===== src/rtl/fetch_stage_if.sv =====
// Instruction-memory channel between the fetch stage (master) and memory (slave):
// valid/ready request plus an in-order, always-accepted response.
interface fetch_stage_if;
    logic        imem_req_valid;
    logic        imem_req_ready;
    logic [31:0] imem_req_addr;
    logic        imem_rsp_valid;
    logic [31:0] imem_rsp_data;
    logic        imem_rsp_error;

    modport master (
        output imem_req_valid, imem_req_addr,
        input  imem_req_ready, imem_rsp_valid, imem_rsp_data, imem_rsp_error
    );

    modport slave (
        input  imem_req_valid, imem_req_addr,
        output imem_req_ready, imem_rsp_valid, imem_rsp_data, imem_rsp_error
    );
endinterface


===== src/rtl/fetch_stage.sv =====
// Instruction fetch stage: PC, credit-limited imem requests, registered instruction FIFO
// and redirect handling. Define FETCH_PERF_EN to build the fetch/flush performance counters.
module fetch_stage #(
    parameter logic [31:0] RESET_ADDR      = 32'h0000_0000,
    parameter int unsigned FIFO_DEPTH      = 2,
    parameter int unsigned MAX_OUTSTANDING = 2
) (
    input  logic                 clk,
    input  logic                 reset,
    fetch_stage_if.master        imem,
    input  logic                 trap_taken_csr,
    input  logic [31:0]          trap_addr_csr,
    input  logic                 branch_taken,
    input  logic [31:0]          branch_addr,
    output logic                 valid_out,
    input  logic                 ready_in,
    output logic [31:0]          PC_IF,
    output logic [31:0]          IR_IF,
    output logic                 exc_pend_IF,
    output logic [31:0]          exc_cause_IF,
    output logic [31:0]          perf_fetch_cnt,
    output logic [31:0]          perf_flush_cnt
);

    localparam int unsigned PtrW  = $clog2(FIFO_DEPTH);
    localparam int unsigned CntW  = $clog2(FIFO_DEPTH + 1);
    localparam int unsigned OutW  = $clog2(MAX_OUTSTANDING + 1);
    localparam int unsigned QPtrW = (MAX_OUTSTANDING > 1) ? $clog2(MAX_OUTSTANDING) : 1;

    typedef enum logic [0:0] {StRun, StHalt} state_e;

    state_e          state_q, state_d;
    logic [31:0]     pc_q;
    logic [OutW-1:0] inflight_q, discard_q, outstanding;
    logic [PtrW-1:0] rd_ptr_q, wr_ptr_q;
    logic [CntW-1:0] count_q;
    logic [QPtrW-1:0] pcq_rd_q, pcq_wr_q;

    logic [31:0] fifo_pc    [FIFO_DEPTH];
    logic [31:0] fifo_ir    [FIFO_DEPTH];
    logic        fifo_exc   [FIFO_DEPTH];
    logic        fifo_cause [FIFO_DEPTH];
    logic [31:0] pcq        [MAX_OUTSTANDING];

    logic        redirect, req_valid, req_fire, mis_push;
    logic        rsp_drop, rsp_push, push, pop;
    logic [31:0] redirect_addr, push_pc, push_ir;
    logic        push_exc, push_cause;

    function automatic logic [QPtrW-1:0] qinc(input logic [QPtrW-1:0] p);
        return (32'(p) == MAX_OUTSTANDING - 1) ? '0 : p + QPtrW'(1);
    endfunction

    assign redirect      = trap_taken_csr | branch_taken;
    assign redirect_addr = trap_taken_csr ? trap_addr_csr : branch_addr;
    // Requests still owed by memory once this cycle's response is counted.
    assign outstanding   = inflight_q - OutW'(imem.imem_rsp_valid);
    assign rsp_drop      = imem.imem_rsp_valid && (discard_q != '0 || redirect);
    assign rsp_push      = imem.imem_rsp_valid && !rsp_drop;
    assign req_fire      = req_valid && imem.imem_req_ready;
    assign push          = rsp_push || mis_push;
    assign valid_out     = !reset && (count_q != '0);
    assign pop           = valid_out && ready_in;

    assign push_pc    = mis_push ? pc_q : pcq[pcq_rd_q];
    assign push_ir    = mis_push ? 32'h0 : imem.imem_rsp_data;
    assign push_exc   = mis_push | imem.imem_rsp_error;
    assign push_cause = !mis_push;

    always_ff @(posedge clk) begin
        if (reset) state_q <= StRun;
        else       state_q <= state_d;
    end

    always_comb begin
        state_d = state_q;
        if (redirect)                                         state_d = StRun;
        else if ((rsp_push && imem.imem_rsp_error) || mis_push) state_d = StHalt;
    end

    always_comb begin
        req_valid = 1'b0;
        mis_push  = 1'b0;
        if (!reset && state_q == StRun && !redirect) begin
            if (pc_q[1:0] == 2'b00) begin
                req_valid = (32'(inflight_q) + 32'(count_q) < FIFO_DEPTH) &&
                            (32'(inflight_q) < MAX_OUTSTANDING);
            end else begin
                // Only reachable right after a redirect, so no kept response competes.
                mis_push = (32'(count_q) < FIFO_DEPTH) && !rsp_push;
            end
        end
    end

    assign imem.imem_req_valid = req_valid;
    assign imem.imem_req_addr  = pc_q;

    // Reset keeps counting requests memory still owes so their late responses get dropped.
    always_ff @(posedge clk) begin
        if (reset) begin
            pc_q       <= RESET_ADDR;
            inflight_q <= outstanding;
            discard_q  <= outstanding;
            rd_ptr_q   <= '0;
            wr_ptr_q   <= '0;
            count_q    <= '0;
            pcq_rd_q   <= '0;
            pcq_wr_q   <= '0;
        end else begin
            if (redirect)      pc_q <= redirect_addr;
            else if (req_fire) pc_q <= pc_q + 32'd4;
            inflight_q <= outstanding + OutW'(req_fire);
            if (redirect)                                          discard_q <= outstanding;
            else if (imem.imem_rsp_valid && discard_q != '0)       discard_q <= discard_q - OutW'(1);
            if (redirect) begin
                rd_ptr_q <= '0;
                wr_ptr_q <= '0;
                count_q  <= '0;
                pcq_rd_q <= '0;
                pcq_wr_q <= '0;
            end else begin
                if (push)     wr_ptr_q <= wr_ptr_q + PtrW'(1);
                if (pop)      rd_ptr_q <= rd_ptr_q + PtrW'(1);
                count_q <= count_q + CntW'(push) - CntW'(pop);
                if (req_fire) pcq_wr_q <= qinc(pcq_wr_q);
                if (rsp_push) pcq_rd_q <= qinc(pcq_rd_q);
            end
        end
    end

    always_ff @(posedge clk) begin
        if (reset) begin
            for (int i = 0; i < FIFO_DEPTH; i++) begin
                fifo_pc[i]    <= '0;
                fifo_ir[i]    <= '0;
                fifo_exc[i]   <= 1'b0;
                fifo_cause[i] <= 1'b0;
            end
        end else if (push && !redirect) begin
            fifo_pc[wr_ptr_q]    <= push_pc;
            fifo_ir[wr_ptr_q]    <= push_ir;
            fifo_exc[wr_ptr_q]   <= push_exc;
            fifo_cause[wr_ptr_q] <= push_cause;
        end
    end

    always_ff @(posedge clk) begin
        if (req_fire) pcq[pcq_wr_q] <= pc_q;
    end

    assign PC_IF        = fifo_pc[rd_ptr_q];
    assign IR_IF        = fifo_ir[rd_ptr_q];
    assign exc_pend_IF  = fifo_exc[rd_ptr_q];
    assign exc_cause_IF = {31'h0, fifo_cause[rd_ptr_q]};

`ifdef FETCH_PERF_EN
    logic [31:0] perf_fetch_q, perf_flush_q;

    always_ff @(posedge clk) begin
        if (reset) begin
            perf_fetch_q <= '0;
            perf_flush_q <= '0;
        end else begin
            if (pop && !fifo_exc[rd_ptr_q]) perf_fetch_q <= perf_fetch_q + 32'd1;
            perf_flush_q <= perf_flush_q + 32'(rsp_drop) +
                            (redirect ? (32'(count_q) - 32'(pop)) : 32'd0);
        end
    end

    assign perf_fetch_cnt = perf_fetch_q;
    assign perf_flush_cnt = perf_flush_q;
`else
    assign perf_fetch_cnt = 32'h0;
    assign perf_flush_cnt = 32'h0;
`endif

endmodule

===== src/flat_wrapper.sv =====
// flat-port wrapper written by rule: the top's interface ports become plain ports
module fetch_stage_flat 
#(
    parameter logic [31:0] RESET_ADDR      = 32'h0000_0000,
    parameter int unsigned FIFO_DEPTH      = 2,
    parameter int unsigned MAX_OUTSTANDING = 2
)
  (clk, reset, trap_taken_csr, trap_addr_csr, branch_taken, branch_addr, valid_out, ready_in, PC_IF, IR_IF, exc_pend_IF, exc_cause_IF, perf_fetch_cnt, perf_flush_cnt, imem_imem_req_valid, imem_imem_req_addr, imem_imem_req_ready, imem_imem_rsp_valid, imem_imem_rsp_data, imem_imem_rsp_error);
  fetch_stage_if imem_i ();
  input  logic clk;
  input  logic reset;
  input  logic trap_taken_csr;
  input  logic [31:0] trap_addr_csr;
  input  logic branch_taken;
  input  logic [31:0] branch_addr;
  output logic valid_out;
  input  logic ready_in;
  output logic [31:0] PC_IF;
  output logic [31:0] IR_IF;
  output logic exc_pend_IF;
  output logic [31:0] exc_cause_IF;
  output logic [31:0] perf_fetch_cnt;
  output logic [31:0] perf_flush_cnt;
  output wire logic [$bits(imem_i.imem_req_valid)-1:0] imem_imem_req_valid;
  output wire logic [$bits(imem_i.imem_req_addr)-1:0] imem_imem_req_addr;
  input wire logic [$bits(imem_i.imem_req_ready)-1:0] imem_imem_req_ready;
  input wire logic [$bits(imem_i.imem_rsp_valid)-1:0] imem_imem_rsp_valid;
  input wire logic [$bits(imem_i.imem_rsp_data)-1:0] imem_imem_rsp_data;
  input wire logic [$bits(imem_i.imem_rsp_error)-1:0] imem_imem_rsp_error;
  assign imem_imem_req_valid = imem_i.imem_req_valid;
  assign imem_imem_req_addr = imem_i.imem_req_addr;
  assign imem_i.imem_req_ready = imem_imem_req_ready;
  assign imem_i.imem_rsp_valid = imem_imem_rsp_valid;
  assign imem_i.imem_rsp_data = imem_imem_rsp_data;
  assign imem_i.imem_rsp_error = imem_imem_rsp_error;
  fetch_stage #(.RESET_ADDR(RESET_ADDR), .FIFO_DEPTH(FIFO_DEPTH), .MAX_OUTSTANDING(MAX_OUTSTANDING)) u_core (.clk(clk), .reset(reset), .imem(imem_i), .trap_taken_csr(trap_taken_csr), .trap_addr_csr(trap_addr_csr), .branch_taken(branch_taken), .branch_addr(branch_addr), .valid_out(valid_out), .ready_in(ready_in), .PC_IF(PC_IF), .IR_IF(IR_IF), .exc_pend_IF(exc_pend_IF), .exc_cause_IF(exc_cause_IF), .perf_fetch_cnt(perf_fetch_cnt), .perf_flush_cnt(perf_flush_cnt));
endmodule

===== config.mk =====
export PLATFORM = sky130hd
export DESIGN_NAME = fetch_stage_flat
export DESIGN_NICKNAME = d
export VERILOG_FILES = /design/src/rtl/fetch_stage_if.sv /design/src/rtl/fetch_stage.sv /design/src/flat_wrapper.sv
export SDC_FILE = /design/constraint.sdc
export NUM_CORES = 1
export LEC_CHECK = 0
export ABC_AREA = 1
export ABC_CLOCK_PERIOD_IN_PS = 4900
export CAP_MARGIN = 20
export CORE_ASPECT_RATIO = 0.9
export CORE_MARGIN = 5
export CORE_UTILIZATION = 30
export CTS_CLUSTER_SIZE = 16
export DETAILED_ROUTE_END_ITERATION = 8
export PLACE_DENSITY_LB_ADDON = 0.3
export SLEW_MARGIN = 40
export SYNTH_ARGS = -nofsm -noshare
export SYNTH_HDL_FRONTEND = slang
export SYNTH_SLANG_ARGS = --single-unit

===== constraint.sdc =====
create_clock -name clk -period 4.9 [get_ports clk]
set_input_delay 0.98 -clock clk [delete_from_list [all_inputs] [get_ports clk]]
set_output_delay 0.98 -clock clk [all_outputs]
set_load 0.05 [all_outputs]

# Word-level counts from Yosys, hierarchy flattened
# Memories as Yosys holds them, arrays and structs flattened. A register that Yosys moved wholly into a read port is not among the register bits.
# Index checks and enable logic that the tools add are counted.
# totals
register_bits,43
ram_bits,196
input_bits,104
out_inout_bits,195
wordCells,105
mem_count,5
# classes
add_sub_neg,11
magnitude_cmp,3
mux,44
n_bitwise,3
n_reduce_logical,30
# memory_table
name,words,width,rd,rd_ports_with_merged_regs,wr,line_no,source
u_core.fifo_ir,2,32,1,1,2,fetch_stage.sv:40,logic [31:0] fifo_ir [FIFO_DEPTH];
u_core.fifo_pc,2,32,1,1,2,fetch_stage.sv:39,logic [31:0] fifo_pc [FIFO_DEPTH];
u_core.pcq,2,32,1,1,1,fetch_stage.sv:43,logic [31:0] pcq [MAX_OUTSTANDING];
u_core.fifo_cause,2,1,1,1,2,fetch_stage.sv:42,logic fifo_cause [FIFO_DEPTH];
u_core.fifo_exc,2,1,1,1,2,fetch_stage.sv:41,logic fifo_exc [FIFO_DEPTH];
# ops
cell,count
$mux W32,7
$reduce_or A32 Y1,2
$mux W1,33
$add A32 B3 Y32 const B,1
$lt A32 B2 Y1 const B,1
$logic_and A1 B1 Y1,12
$mux W2,4
$reduce_bool A2 Y1,3
$logic_not A1 Y1,5
$add A1 B1 Y1 const B,4
$add A2 B1 Y2,2
$lt A2 B2 Y1 const B,2
$sub A2 B1 Y2,2
$add A2 B2 Y3,1
$logic_or A1 B1 Y1,3
$reduce_bool A3 Y1,1
$logic_not A2 Y1,1
$or A1 B1 Y1,2
$reduce_or A1 Y1,2
$reduce_or A2 Y1,1
$sub A2 B1 Y2 const B,1
$not A1 Y1,1

# Logic depth before layout (Yosys ltp)
# logic_depth
depth_word,16
mapped_depth,12

# Worst setup path before layout
# Ideal clock, no wire load.
# synth_path
path_kind,input to register
start,input branch_taken
end,"memory u_core.fifo_cause[1], enable pin"
t_arrival_ps,3451
t_required_ps,4474
path_slack_ps,1023
path_stages,11
cell_sequence,buf_4 > nor2_8 > nand2_4 > nor2_4 > inv_2 > nor2_2 > nand2_2 > nand2_4 > nand3_2 > buf_2 > nand2_1
# synth_lines
item,line_no,source
from (decl),flat_wrapper.sv:14,input logic branch_taken;
to (decl),fetch_stage.sv:42,

# Final worst setup path
# layout_path
start,input reset
end,output valid_out
# layout_between
elab_chain_len,2
# layout_rtl
item,line_no,source
from (decl),flat_wrapper.sv:11,input logic reset;
$logic_not A1 Y1,fetch_stage.sv:62,assign valid_out = !reset && (count_q != '0);
$logic_and A1 B1 Y1,fetch_stage.sv:62,
to (decl),flat_wrapper.sv:16,output logic valid_out;
# Every way passes these cells.

==> results by group <==
Status
  – Outcome: completed

Clock tree
  – Post-CTS Setup Bufs: 0
  – H-tree levels: 1
  – Clk root buf: clkbuf_16
  – CTS Sinks: 241
  – CTS clk-pin slew, worst paths: 50 ps
  – Hold_buf cts: 0
  – Clock latency on the worst-skew pair: 530 ps
  – Num CTS Buffers: 28
  – Maximum clock insertion buffer count: 3
  – CTS tree: done
  – # resized after CTS: 0

Power and ir drop
  – Part of the power in combinational logic: 17.0%
  – Post-layout power: 5.59 mW
  – Part of the power in registers: 43.3%
  – Sw Pwr: 1.58 mW
  – Switching fraction of total power: 28.3%
  – Leak: 5.87 nW
  – Pint: 4.01 mW
  – Peak supply drop: 0.278 mV
  – P per Cell Area: 364 nW/µm²
  – Clock power frac: 39.7%

Hold path
  – Hold WC Path Type: reg -> reg
  – Worst min-delay path startpoint: u_core.pcq_rd_q
  – Hold Path Depth: 2

Synthesis
  – Synth top area share: 49.2%
  – Post-Syn Area: 12100 µm²
  – EDFF count, synth: 198
  – Ys Warns: 0
  – Distinct cells, synth: 39
  – Main flop type after synthesis: edfxtp_1
  – Top post-synthesis cells by area: edfxtp_1, dfxtp_1, nor2_1, mux2_2, buf_4
  – Syn avg cell area: 10.1 µm²
  – Mapped Cells: 1196
  – Seq/Total Area, Yosys: 56.4%
  – Synth Register Bits: 241
  – Async SR Flop Fraction: 0%
  – Synth area leader: edfxtp_1

Setup path
  – Reg2reg path depth: 12
  – Worst path slowest cell: clkdlybuf4s50_1
  – Type of origin of the critical path: primary input
  – Setup Crit Path Kind: in -> out
  – Critical Path RT: 3920 ps
  – WP buf/inv: 2
  – Reg2reg start: u_core.count_q[0]
  – Worst path top cell family by delay: buffers and inverters
  – CP endpoint kind: output pin
  – Worst path max stage delay: 860 ps
  – CP cell instances: clkdlybuf4s50_1 > a21oi_1 > clkdlybuf4s50_1
  – Crit. path cell count: 3
  – Crit Path Max Fanout: 2
  – Worst Setup SP: reset
  – Worst Path Arrival: 2610 ps
  – Most frequent CP cell: clkdlybuf4s50_1

STA
  – Total Neg Setup Slack: 0 ps
  – Max-slew violations: 0
  – Final period util: 73.2%
  – Tmin final: 3590 ps
  – Setup-failing EPs final: 0
  – Max-slew headroom: 50.7%
  – Setup ws final: 1310 ps
  – Max Clk Rate: 0.279 GHz
  – Clk_skew: 15.0 ps
  – Worst Max-Slew Pin Slew: 739 ps
  – Fin. Hold Viols: 0
  – RSZ-0062 raised after global routing: false

Floorplanning
  – Row cnt: 69
  – Die width: 222 µm
  – Initial Util: 30.5%
  – Die height: 200 µm
  – I/O pin count: 299
  – Core ar.: 39600 µm²
  – Die area: 44400 µm²

Route
  – Final wirelength: 32100 µm
  – Drt drc: 0
  – Via-per-instance ratio: 4.41
  – DRT Pass-1 Iters: 6
  – Vias after detailed routing: 8573
  – WL/cell: 16.5 µm
  – 1st-iter DRT viols: 448
  – Post-DRT Antenna Nets: 0

Global routing
  – Grt total ovfl: 0
  – Total Routing Usage GR: 13.9%
  – First-pass GRT wire length: 50200 µm
  – Antenna violations before repair: 0
  – Vias in the first global route: 8774
  – Largest net degree at the start of global routing: 66

Place
  – DP Wirelength: 21900 µm
  – Routability congestion estimate: 0.791
  – Port buffer count: 203
  – DP Area: 14300 µm²
  – Dpl ws: 1230 ps

Finish
  – Area growth syn-to-layout: 27.1%
  – Antenna Cells: 0
  – Cell area after layout: 15300 µm²
  – Layout cell share with drive strength beyond 1: 12.3%
  – Nets: 1501

Job
  – Max-Cap Viols: 0
==> area by class of cell <==
type                       count  area, µm²
clock inverter                20        268
multi-input combinational    818       4340
tap                          532        666
clock buffer                  31        733
sequential                   241       6810
fill                        3881      24300
timing repair buffer         221       2230
inverter                      80        300
==> power by group through the flow <==
stage / Clock (mW) / Sequential (mW) / Combinational [mW]
floorplan: 0 / 2.51 / 0.636
global placement: 0 / 2.46 / 0.952
detailed placement: 0 / 2.47 / 0.956
CTS: 2.27 / 2.42 / 0.961
global route: 2.36 / 2.43 / 1.03
finish: 2.22 / 2.42 / 0.951
==> logic make-up after synthesis <==
group	Yosys count	synth area share [%]
AOI/OAI and AO/OA	144	6.34
xor gates and xnor gates	14	1.02
muxes	98	8.81
buffers and inverters	231	10.8
and+or+nand+nor	460	15.9
other	1	0.0310
DFF	241	56.4
adders and majority gates	7	0.787
==> worst paths after layout <==
check / endpoint / slack [ps]
worst max register to register: u_core.imem.imem_req_addr[17] / 2360
worst min register to register: flop / 480
worst max-delay path: valid_out / 1310
worst min-delay path: flop / 480
==> stage by stage <==
step,utilization [%],hold WS [ps],cells
floorplan,-,459,1290
global placement,36.1,463,1890
detailed placement,36.2,469,1892
CTS,38.7,482,1943
global route,38.7,509,1943
finish,38.7,481,1943
==> tightest hold or removal path: cells and delay by family, from the launching register on <==
family / cells / cell delay [ps]
and+or+nand+nor: 1 / 80
DFF: 1 / 300
AOI/OAI and AO/OA: 1 / 60
==> layout by cell type, fill, tap and decap left out, types with 6 or more instances in the layout <==
cell / Yosys / final
ha_1: 6 / 6
nand2_1: 153 / 151
o21ai_2: 7 / 7
conb_1: 1 / 95
inv_1: 75 / 75
nand3_1: 24 / 24
o21ai_1: 25 / 25
edfxtp_1: 198 / 198
a21oi_1: 53 / 53
o21ai_0: 49 / 49
mux2i_1: 32 / 32
nand2_2: 9 / 9
buf_4: 96 / 14
mux2_2: 66 / 66
nor3_1: 34 / 34
xor2_1: 11 / 11
nor2_1: 221 / 219
dfxtp_1: 43 / 41
clkbuf_16: 0 / 29
or2_2: 7 / 7
bufinv_16: 0 / 6
clkdlybuf4s50_1: 0 / 202
==> per-layer routing <==
| layer | vias to the layer above | part of all wire, % | global-route usage (%) |
|---|---|---|---|
| met5 | - | 0 | 0 |
| met4 | 0 | 2.1 | 2.93 |
| met3 | 43 | 5.9 | 2.75 |
| met2 | 276 | 45 | 22.6 |
| met1 | 4032 | 47 | 19.4 |
| li1 | 4222 | - | - |
==> state kept, by name, summed over array words and instances, names as in the netlist, 2 cells and up, named ones only <==
signal and cells:
u_core.inflight_q 2, u_core.count_q 2, u_core.fifo_cause 2, u_core.fifo_exc 2
u_core.discard_q 2, u_core.imem.imem_req_addr 32, u_core.fifo_pc 64, u_core.fifo_ir 64
u_core.pcq 64
==> cells in the mapped netlist (3+ instances only) <==
cell	count
nor2_1	221
edfxtp_1	198
nand2_1	153
buf_4	96
inv_1	75
mux2_2	66
a21oi_1	53
o21ai_0	49
dfxtp_1	43
nor3_1	34
mux2i_1	32
clkbuf_1	29
o21ai_1	25
nand3_1	24
buf_2	17
xor2_1	11
nand2_2	9
buf_6	7
o21ai_2	7
or2_2	7
ha_1	6
inv_2	5
a31oi_1	3
nor2_2	3
o211ai_1	3
xnor2_1	3
No activity file was read; power rests on OpenSTA's default activity.
